## src/rtl/tlb_param.sv

```systemverilog
// MIPS-style joint TLB with one-cycle instruction/data lookup ports, a
// TLBP/TLBR/TLBWI/TLBWR command sequencer and a wired-aware Random register.
// state | meaning
// IDLE  | cmd_ready high, waiting for cmd_valid
// EXEC  | probe/read captured, write commits at the closing edge
// RESP  | resp_valid high for one cycle
module tlb_param #(
  parameter  int ENTRIES = 16,
  localparam int IDX_W   = $clog2(ENTRIES)
) (
  input  logic        clk,
  input  logic        rst,
  input  logic        i_valid,
  input  logic [31:0] i_vaddr,
  input  logic        i_stall,
  input  logic        d_valid,
  input  logic        d_write,
  input  logic [31:0] d_vaddr,
  input  logic        d_stall,
  input  logic        d_flush,
  input  logic [31:0] EntryHi_in,
  input  logic [31:0] EntryLo0_in,
  input  logic [31:0] EntryLo1_in,
  input  logic [31:0] Index_in,
  input  logic [31:0] Wired_in,
  input  logic        wired_we,
  output logic [19:0] i_pfn,
  output logic        i_uncached,
  output logic        i_refill,
  output logic        i_invalid,
  output logic [19:0] d_pfn,
  output logic        d_uncached,
  output logic        d_refill,
  output logic        d_invalid,
  output logic        d_modify,
  output logic        multi_hit,
  input  logic        cmd_valid,
  input  logic [1:0]  cmd_op,
  output logic        cmd_ready,
  output logic        resp_valid,
  output logic [31:0] EntryHi_out,
  output logic [31:0] EntryLo0_out,
  output logic [31:0] EntryLo1_out,
  output logic [31:0] Index_out,
  output logic [31:0] Random_out
);

  localparam logic [1:0] OP_TLBP  = 2'd0;
  localparam logic [1:0] OP_TLBR  = 2'd1;
  localparam logic [1:0] OP_TLBWI = 2'd2;
  localparam logic [1:0] OP_TLBWR = 2'd3;
  localparam logic [IDX_W-1:0] RND_TOP = IDX_W'(ENTRIES - 1);

  typedef struct packed {
    logic [18:0] vpn2;
    logic [7:0]  asid;
    logic        g;
    logic [19:0] pfn0;
    logic [2:0]  c0;
    logic        d0;
    logic        v0;
    logic [19:0] pfn1;
    logic [2:0]  c1;
    logic        d1;
    logic        v1;
  } entry_t;

  typedef enum logic [1:0] {IDLE = 2'd0, EXEC = 2'd1, RESP = 2'd2} state_t;

  entry_t             tlb [ENTRIES];
  state_t             state, state_n;
  logic [1:0]         op_q;
  logic               exec;
  logic [IDX_W-1:0]   rnd;
  logic [ENTRIES-1:0] i_match, d_match, p_match;
  logic [24:0]        i_half, d_half;
  logic               i_map, d_map;
  logic               i_vld_q, i_map_q, i_hit_q, i_v_q;
  logic               d_vld_q, d_map_q, d_hit_q, d_v_q, d_d_q, d_wr_q;
  logic [IDX_W-1:0]   wr_idx;
  entry_t             wr_entry, rd_entry;
  logic               unused_bits;

  function automatic logic hit_fn(input entry_t e, input logic [18:0] vpn2, input logic [7:0] asid);
    return (e.vpn2 == vpn2) && (e.g || (e.asid == asid));
  endfunction

  function automatic logic [IDX_W-1:0] first_idx(input logic [ENTRIES-1:0] m);
    logic [IDX_W-1:0] r;
    r = '0;
    for (int k = ENTRIES - 1; k >= 0; k--)
      if (m[k]) r = IDX_W'(k);
    return r;
  endfunction

  function automatic logic many(input logic [ENTRIES-1:0] m);
    return |(m & (m - ENTRIES'(1)));
  endfunction

  // {pfn, c, d, v} of the half chosen by vaddr[12]
  function automatic logic [24:0] half_sel(input entry_t e, input logic odd);
    return odd ? {e.pfn1, e.c1, e.d1, e.v1} : {e.pfn0, e.c0, e.d0, e.v0};
  endfunction

  always_comb begin
    i_match = '0;
    d_match = '0;
    p_match = '0;
    for (int k = 0; k < ENTRIES; k++) begin
      i_match[k] = hit_fn(tlb[k], i_vaddr[31:13], EntryHi_in[7:0]);
      d_match[k] = hit_fn(tlb[k], d_vaddr[31:13], EntryHi_in[7:0]);
      p_match[k] = hit_fn(tlb[k], EntryHi_in[31:13], EntryHi_in[7:0]);
    end
  end

  assign i_half = half_sel(tlb[first_idx(i_match)], i_vaddr[12]);
  assign d_half = half_sel(tlb[first_idx(d_match)], d_vaddr[12]);
  assign i_map  = i_vaddr[31:30] != 2'b10;
  assign d_map  = d_vaddr[31:30] != 2'b10;

  // Translated fields are captured at lookup time so a same-cycle write cannot leak in.
  always_ff @(posedge clk or negedge rst) begin
    if (!rst) begin
      i_vld_q <= 1'b0; i_map_q <= 1'b0; i_hit_q <= 1'b0; i_v_q <= 1'b0;
      i_pfn <= '0; i_uncached <= 1'b0;
    end else if (!i_stall) begin
      i_vld_q    <= i_valid;
      i_map_q    <= i_map;
      i_hit_q    <= |i_match;
      i_v_q      <= i_half[0];
      i_pfn      <= i_map ? i_half[24:5] : {3'b0, i_vaddr[28:12]};
      i_uncached <= i_map ? (i_half[4:2] == 3'b010) : i_vaddr[29];
    end
  end

  always_ff @(posedge clk or negedge rst) begin
    if (!rst) begin
      d_vld_q <= 1'b0; d_map_q <= 1'b0; d_hit_q <= 1'b0; d_v_q <= 1'b0; d_d_q <= 1'b0;
      d_wr_q <= 1'b0; d_pfn <= '0; d_uncached <= 1'b0;
    end else if (d_flush) begin
      d_vld_q <= 1'b0; d_map_q <= 1'b0; d_hit_q <= 1'b0; d_v_q <= 1'b0; d_d_q <= 1'b0;
      d_wr_q <= 1'b0; d_pfn <= '0; d_uncached <= 1'b0;
    end else if (!d_stall) begin
      d_vld_q    <= d_valid;
      d_map_q    <= d_map;
      d_hit_q    <= |d_match;
      d_v_q      <= d_half[0];
      d_d_q      <= d_half[1];
      d_wr_q     <= d_write;
      d_pfn      <= d_map ? d_half[24:5] : {3'b0, d_vaddr[28:12]};
      d_uncached <= d_map ? (d_half[4:2] == 3'b010) : d_vaddr[29];
    end
  end

  assign i_refill  = i_vld_q & i_map_q & ~i_hit_q;
  assign i_invalid = i_vld_q & i_map_q & i_hit_q & ~i_v_q;
  assign d_refill  = d_vld_q & d_map_q & ~d_hit_q;
  assign d_invalid = d_vld_q & d_map_q & d_hit_q & ~d_v_q;
  assign d_modify  = d_vld_q & d_map_q & d_wr_q & d_hit_q & d_v_q & ~d_d_q;

  always_ff @(posedge clk or negedge rst) begin
    if (!rst) multi_hit <= 1'b0;
    else      multi_hit <= (i_valid & ~i_stall & i_map & many(i_match)) |
                           (d_valid & ~d_stall & ~d_flush & d_map & many(d_match));
  end

  always_ff @(posedge clk or negedge rst) begin
    if (!rst) begin
      state <= IDLE;
      op_q  <= 2'd0;
    end else begin
      state <= state_n;
      if (cmd_valid && cmd_ready) op_q <= cmd_op;
    end
  end

  always_comb begin
    state_n    = state;
    cmd_ready  = 1'b0;
    resp_valid = 1'b0;
    exec       = 1'b0;
    case (state)
      IDLE: begin
        cmd_ready = 1'b1;
        if (cmd_valid) state_n = EXEC;
      end
      EXEC: begin
        exec    = 1'b1;
        state_n = RESP;
      end
      RESP: begin
        resp_valid = 1'b1;
        state_n    = IDLE;
      end
      default: state_n = IDLE;
    endcase
  end

  assign wr_idx            = (op_q == OP_TLBWR) ? rnd : Index_in[IDX_W-1:0];
  assign wr_entry.vpn2     = EntryHi_in[31:13];
  assign wr_entry.asid     = EntryHi_in[7:0];
  assign wr_entry.g        = EntryLo0_in[0] & EntryLo1_in[0];
  assign wr_entry.pfn0     = EntryLo0_in[25:6];
  assign wr_entry.c0       = EntryLo0_in[5:3];
  assign wr_entry.d0       = EntryLo0_in[2];
  assign wr_entry.v0       = EntryLo0_in[1];
  assign wr_entry.pfn1     = EntryLo1_in[25:6];
  assign wr_entry.c1       = EntryLo1_in[5:3];
  assign wr_entry.d1       = EntryLo1_in[2];
  assign wr_entry.v1       = EntryLo1_in[1];

  always_ff @(posedge clk or negedge rst) begin
    if (!rst) begin
      for (int k = 0; k < ENTRIES; k++) tlb[k] <= '0;
    end else if (exec && (op_q == OP_TLBWI || op_q == OP_TLBWR)) begin
      tlb[wr_idx] <= wr_entry;
    end
  end

  assign rd_entry = tlb[Index_in[IDX_W-1:0]];

  always_ff @(posedge clk or negedge rst) begin
    if (!rst) begin
      Index_out    <= '0;
      EntryHi_out  <= '0;
      EntryLo0_out <= '0;
      EntryLo1_out <= '0;
    end else if (exec && op_q == OP_TLBP) begin
      Index_out <= (|p_match) ? 32'(first_idx(p_match)) : 32'h8000_0000;
    end else if (exec && op_q == OP_TLBR) begin
      EntryHi_out  <= {rd_entry.vpn2, 5'b0, rd_entry.asid};
      EntryLo0_out <= {6'b0, rd_entry.pfn0, rd_entry.c0, rd_entry.d0, rd_entry.v0, rd_entry.g};
      EntryLo1_out <= {6'b0, rd_entry.pfn1, rd_entry.c1, rd_entry.d1, rd_entry.v1, rd_entry.g};
    end
  end

  // Random never enters the wired region; an out-of-range Wired pins it to the top.
  always_ff @(posedge clk or negedge rst) begin
    if (!rst)
      rnd <= RND_TOP;
    else if (wired_we || Wired_in >= 32'(ENTRIES) || rnd == Wired_in[IDX_W-1:0] || rnd == '0)
      rnd <= RND_TOP;
    else
      rnd <= rnd - IDX_W'(1);
  end

  assign Random_out = 32'(rnd);

  assign unused_bits = ^{EntryHi_in[12:8], EntryLo0_in[31:26], EntryLo1_in[31:26],
                         Index_in[31:IDX_W], i_vaddr[11:0], d_vaddr[11:0]};

endmodule

```

## config.mk

```make
export PLATFORM = sky130hd
export DESIGN_NAME = tlb_param
export DESIGN_NICKNAME = d
export VERILOG_FILES = /design/src/rtl/tlb_param.sv
export SDC_FILE = /design/constraint.sdc
export NUM_CORES = 2
export LEC_CHECK = 0
export BUFFER_PORTS_ARGS = -buffer_cell sky130_fd_sc_hd__buf_2
export CAP_MARGIN = 10
export CORE_MARGIN = 1.5
export CORE_UTILIZATION = 40
export DETAILED_ROUTE_END_ITERATION = 12
export HOLD_SLACK_MARGIN = 0.03
export SLEW_MARGIN = 20
export SYNTH_ARGS = -nofsm -noshare
export SYNTH_HDL_FRONTEND = slang
export SYNTH_SLANG_ARGS = --single-unit
```

## constraint.sdc

```tcl
create_clock -name clk -period 7.2 [get_ports clk]
set_input_delay 1.08 -clock clk [delete_from_list [all_inputs] [get_ports clk]]
set_output_delay 1.08 -clock clk [all_outputs]
set_load 0.01 [all_outputs]
```

---- Word level (Yosys, flattened, before mapping) ----
Index checks and enable logic that the tools add are counted.
cells by class
  reductions and logical operators ........ 82
  shift-type cells ........................ 0
  add/sub/neg operators ................... 3
  multiplexer cells ....................... 90
  div/mod/pow operators ................... 0
  multiply operators ...................... 0
  bitwise gates (word level) .............. 36
  equality and inequality tests ........... 76
  $lt $le $gt $ge ......................... 6
operators by type and width
  kind                   count
  $bwmux 1248            1
  $bmux 78 s4            3
  $eq 19x19->1           48
  $demux 78 s4           1
  $mux 78                3
  $mux 4                 50
  $mux 50                4
  $eq 8x8->1             16
  $mux 20                4
  $reduce_or 16->1       5
  $logic_and 1x1->1      53
  $mux 25                2
  $and 16x16->16         2
  $ge 32x5->1 const B    1
  $mux 32                1
  $sub 16x1->16 const B  2
  $and 1x1->1            20
  $ge 5x5->1 const B     4
  $logic_or 1x1->1       20
  $not 4->5              4
  $mux 1                 19
  $not 1->1              9
  $eq 2x2->1 const B     3
  $eq 3x2->1 const B     2
  other kinds (12)       16
storage, ports and cells
  register bits after elaboration ......... 1420
  memories ................................ 0
  word-level logic and storage cells ...... 491
  input bits .............................. 236
  memory bits (read-only) ................. 0
  RAM bits ................................ 0
  output and inout bits ................... 210
  bits in latches ......................... 0

---- Logic depth before layout (Yosys ltp) ----
  word-level depth ........................ 28
  depth in mapped cells ................... 20
  gate-level depth less buffers ........... 12

---- Worst setup path after synthesis ----
Ideal clock, no wire load.
  path type ............................... input-to-reg
  start point ............................. in EntryHi_in[6]
  end point ............................... reg i_pfn[11]
  setup time .............................. 0.131 ns
  slack ................................... 2.338 ns
  required time ........................... 7.069 ns
  stages on the path ...................... 16
  buffers on the path ..................... 4
  arrival time ............................ 4.731 ns
  cell sequence ........................... buf_2 xor2_1 nor4_1 a21oi_1 or4_1 clkbuf_1 a211o_1 a311o_1 buf_2 a21oi_2 buf_2 mux2i_1 o22ai_1 o21a_1 a311o_1 or3_1
between the ends
  cells in the longest elaborated chain, start to end .. 25
  elaborated cells between the ends (all ways) .. 70
  those cells by class .................... eq/ne: 16; mux: 21; bitwise: 1; reduce/logical: 32
ends and longest elaborated chain
  element                                        line  source
  start, declared                                21    input logic [31:0] EntryHi_in,
  $eq 8x8->1                                     85    return (e.vpn2 == vpn2) && (e.g || (e.asid == asid));
  $logic_or 1x1->1                               85
  $logic_and 1x1->1                              85
  $mux 4 (15 in series)                          92    if (m[k]) r = IDX_W'(k);
  $mux 4 *                                       92
  $not 4->5 (not written as such) *              116   assign i_half = half_sel(tlb[first_idx(i_match)], i_vaddr[12]);
  $bmux 78 s4 *                                  116
  $mux 50 (not written as such) * (2 in series)  116
  $mux 25 *                                      102   return odd ? {e.pfn1, e.c1, e.d1, e.v1} : {e.pfn0, e.c0, e.d0, e.v0};
  $mux 20 *                                      131   i_pfn <= i_map ? i_half[24:5] : {3'b0, i_vaddr[28:12]};
  end signal, assigned                           131
  end, declared                                  27    output logic [19:0] i_pfn,
Mark *: on every way between the ends. The rest lies on a longest branch, timed or not. The select of a mux whose other input is x is not followed.
A chain may end at the register's enable or synchronous reset.

---- Worst setup path in the final report ----
  start point ............................. in EntryHi_in[4]
  end point ............................... reg i_pfn[0]
The elaborated chain is that of the path after synthesis.

==> metrics <==
vias in the first global route=approximately 69000; DRT Pass-1 Iters=8; max-cap violations=0; CP top delay family=compound AO/OA/AOI/OAI gates; Syn-to-layout area delta=12.4%; port bufs=304; Starting Density=40.4%; DRC=0; post-synthesis xor/xnor area fraction=about a tenth; drt wl/cell=34.5 um; register area=about 35000 sq um; RSZ-0062 raised after global routing=no; slew of the pin with the lowest slew margin=~1.3 ns; crit-path cells=buf_2 > xor2_1 > nor4_1 > a21oi_1 > or4_1 > a211o_1 > a311o_2 > a21oi_4 > buf_12 > buf_4 > mux2i_1 > a222oi_1 > nand4b_1 > o21ai_0 > a221o_1; Worst EP required=~7.9 ns; cts hold-fix bufs=0; # placed instances=~11000; synthesized flop and latch total=roughly 1400; Num CTS Buffers=approximately 170; CP Launch Type=input pin; worst min path class=input pin to async pin; synth warn=0; TritonCTS clock tree=yes; Post-DP Area=approximately 93000 sq um; mux contribution to synthesized area=roughly 30%; post-synthesis simple-gate area fraction=about a tenth; synthesized cell area=slightly below 90000 sq um; fmax=167 MHz; Lkg Pwr=around 43 nW; Post-DP HPWL=between 200000 and 300000 um; crit path from=EntryHi_in[4]; DRT iter0 DRCs=around 10000; dpl ws=around 0.52 ns; clock skew=between 0.04 and 0.05 ns; Finished Layout Cells=roughly 11000; WP buf/inv=3; clock latency at the later pin of the worst-skew pair=0.86 ns; root buf cell=clkbuf_16; syn avg cell area=11.1 sq um; via count=between 70000 and 80000; Final Slew Violations=0; initial antenna violation count=57; CTS clk-pin slew, worst paths=approximately 0.06 ns; most common cell after layout, fill and taps aside=dfrtp_1; die area=approximately 220000 sq um; multi-input logic area=50100 sq um; die height=between 400 and 500 um; Final Wtd Congestion=1.03; CTS max path bufs=3; Routed Wire Length=around 380000 um; post-CTS sizing=0; layout cell share with drive strength beyond 1=about a third; Nets=8238; Setup crit end kind=register; endpoints failing hold=0; Critical-path top delay cell=a21oi_4; Hold Slack=between 0.2 and 0.25 ns; Final period util=83.4%; Seq/Total Area, Yosys=39.6%; first-pass GRT wire length=approximately 530000 um; total track usage=between 30% and 40%; fin area=98900 sq um; Post-CTS Setup Bufs=0; number of endpoints failing setup at the final stage=0; R2R Path Start=tlb[51]; pin count of the biggest net entering global routing=around 150; power per cell area=roughly 320 nW/um^2; Compound-Gate Fraction of Synth Area=a little over 5%; Synth Instances=around 7900; GRT overflow=0; adder-cell share of the synthesized area=less than 1%; Core Area=between 200000 and 250000 sq um; CTS Sinks=between 1000 and 1500; htree depth=4; critical path class=input pin to register; main flop type after synthesis=dfrtp_1; Worst Path Arrival=approximately 6.7 ns; antenna viol nets, final=0; Max stage delay on crit path=roughly 0.95 ns; FP Rows=171; Unique masters post-synth=80; Peak VDD IR=roughly 0.00025 V; Top-Level Pins=446; Via density=6.53; run status=finished, final reports clean; die width=472 um; maximum fanout along the worst path=31; total negative setup slack=0 ns; setup ws final=1.20 ns; most frequent cells in the layout=1388 x dfrtp_1, 1328 x mux2_2, 1013 x nand2_1; min Tclk post-route=6.00 ns; async set-reset flop share out of synthesis=between 90% and 100%; main combinational cell family by area after synthesis=multiplexers; EDFF count, synth=0; slew margin rel.=between 10% and 20%; FILL cells=roughly 20000
## registers in the layout, indices dropped and copies added (netlist names), 2 cells and up
name	count
EntryLo1_out	26
d_pfn	20
EntryHi_out	27
op_q	2
i_pfn	20
rnd	4
tlb	1248
EntryLo0_out	25
state	2
Index_out	5
## synth_stat cells, drive strengths merged (12+ instances only)
cell type	instances	area share (%)
xor2	632	6.3
o21ai	102	0.58
inv	23	0.098
or3b	13	0.13
nand3	275	1.6
nand2	1021	4.4
nor2	126	0.54
a32oi	36	0.36
nor4	198	1.4
a2111oi	15	0.16
clkbuf	387	1.7
a311oi	23	0.24
and2	12	0.085
a31oi	44	0.32
mux2i	251	2.9
nand4	132	0.94
dfrtp	1388	39
nor3	76	0.43
o22ai	26	0.18
mux2	1328	17
nand2b	25	0.18
xnor2	414	4.1
a21oi	209	1.2
o211ai	27	0.23
and3	34	0.24
nor3b	19	0.16
a32o	16	0.18
buf	403	2.4
nor2b	14	0.10
or3	16	0.11
a211oi	21	0.18
or4	15	0.13
o221ai	23	0.23
mux4	398	10
o31ai	13	0.11
o2111ai	17	0.17
## where the power goes
| part | switching [mW] | internal, mW | total (mW) | leakage, nW |
|---|---|---|---|---|
| clock network | 3.70 | 4.99 | 8.70 | 2.72 |
| registers | 3.42 | 10.3 | 13.8 | 18.5 |
| logic | 4.04 | 4.91 | 8.95 | 22.0 |
| total | 11.2 | 20.2 | 31.4 | 43.3 |
## routing by layer
layer,wire (um),GRT usage (%)
met3,46500,10.3
met5,518,0.454
met1,147000,44.2
met2,157000,47.1
met4,27800,20.8
## stage by stage
step                      util [%]  power, mW
after floorplan                  -       18.9
after global placement        42.9       22.1
after detailed placement      42.9       22.5
after CTS                     45.4       31.2
after global routing          45.4       32.6
final                         45.4       31.4
## area by class of cell
type	instances	share of cell area (%)
timing repair buffer	643	4.81
tap	2854	3.61
antenna	14	0.0354
clock inverter	67	0.785
inverter	23	0.0873
clock buffer	236	4.82
multi-input combinational	5776	50.6
sequential	1392	35.2
## final timing paths
kind | end | slack, ns | cells past startpoint
min in group clk | op_q[1] | 0.48 | 2
worst max register to register | i_pfn[0] | 1.40 | 14
max in group asynchronous | tlb[74] | 5.37 | 2
worst max-delay path | i_pfn[0] | 1.20 | 15
worst min register to register | Index_out[31] | 0.48 | 2
worst min-delay path | tlb[1143] | 0.25 | 1
## cells by family after synthesis
family          Yosys count
simple gates           2008
fa+ha+maj                 4
compound gates          669
flops                  1392
other cells               1
mux                    1977
buf+inv                 813
xor+xnor               1046
(Power assumes the default switching activity.)
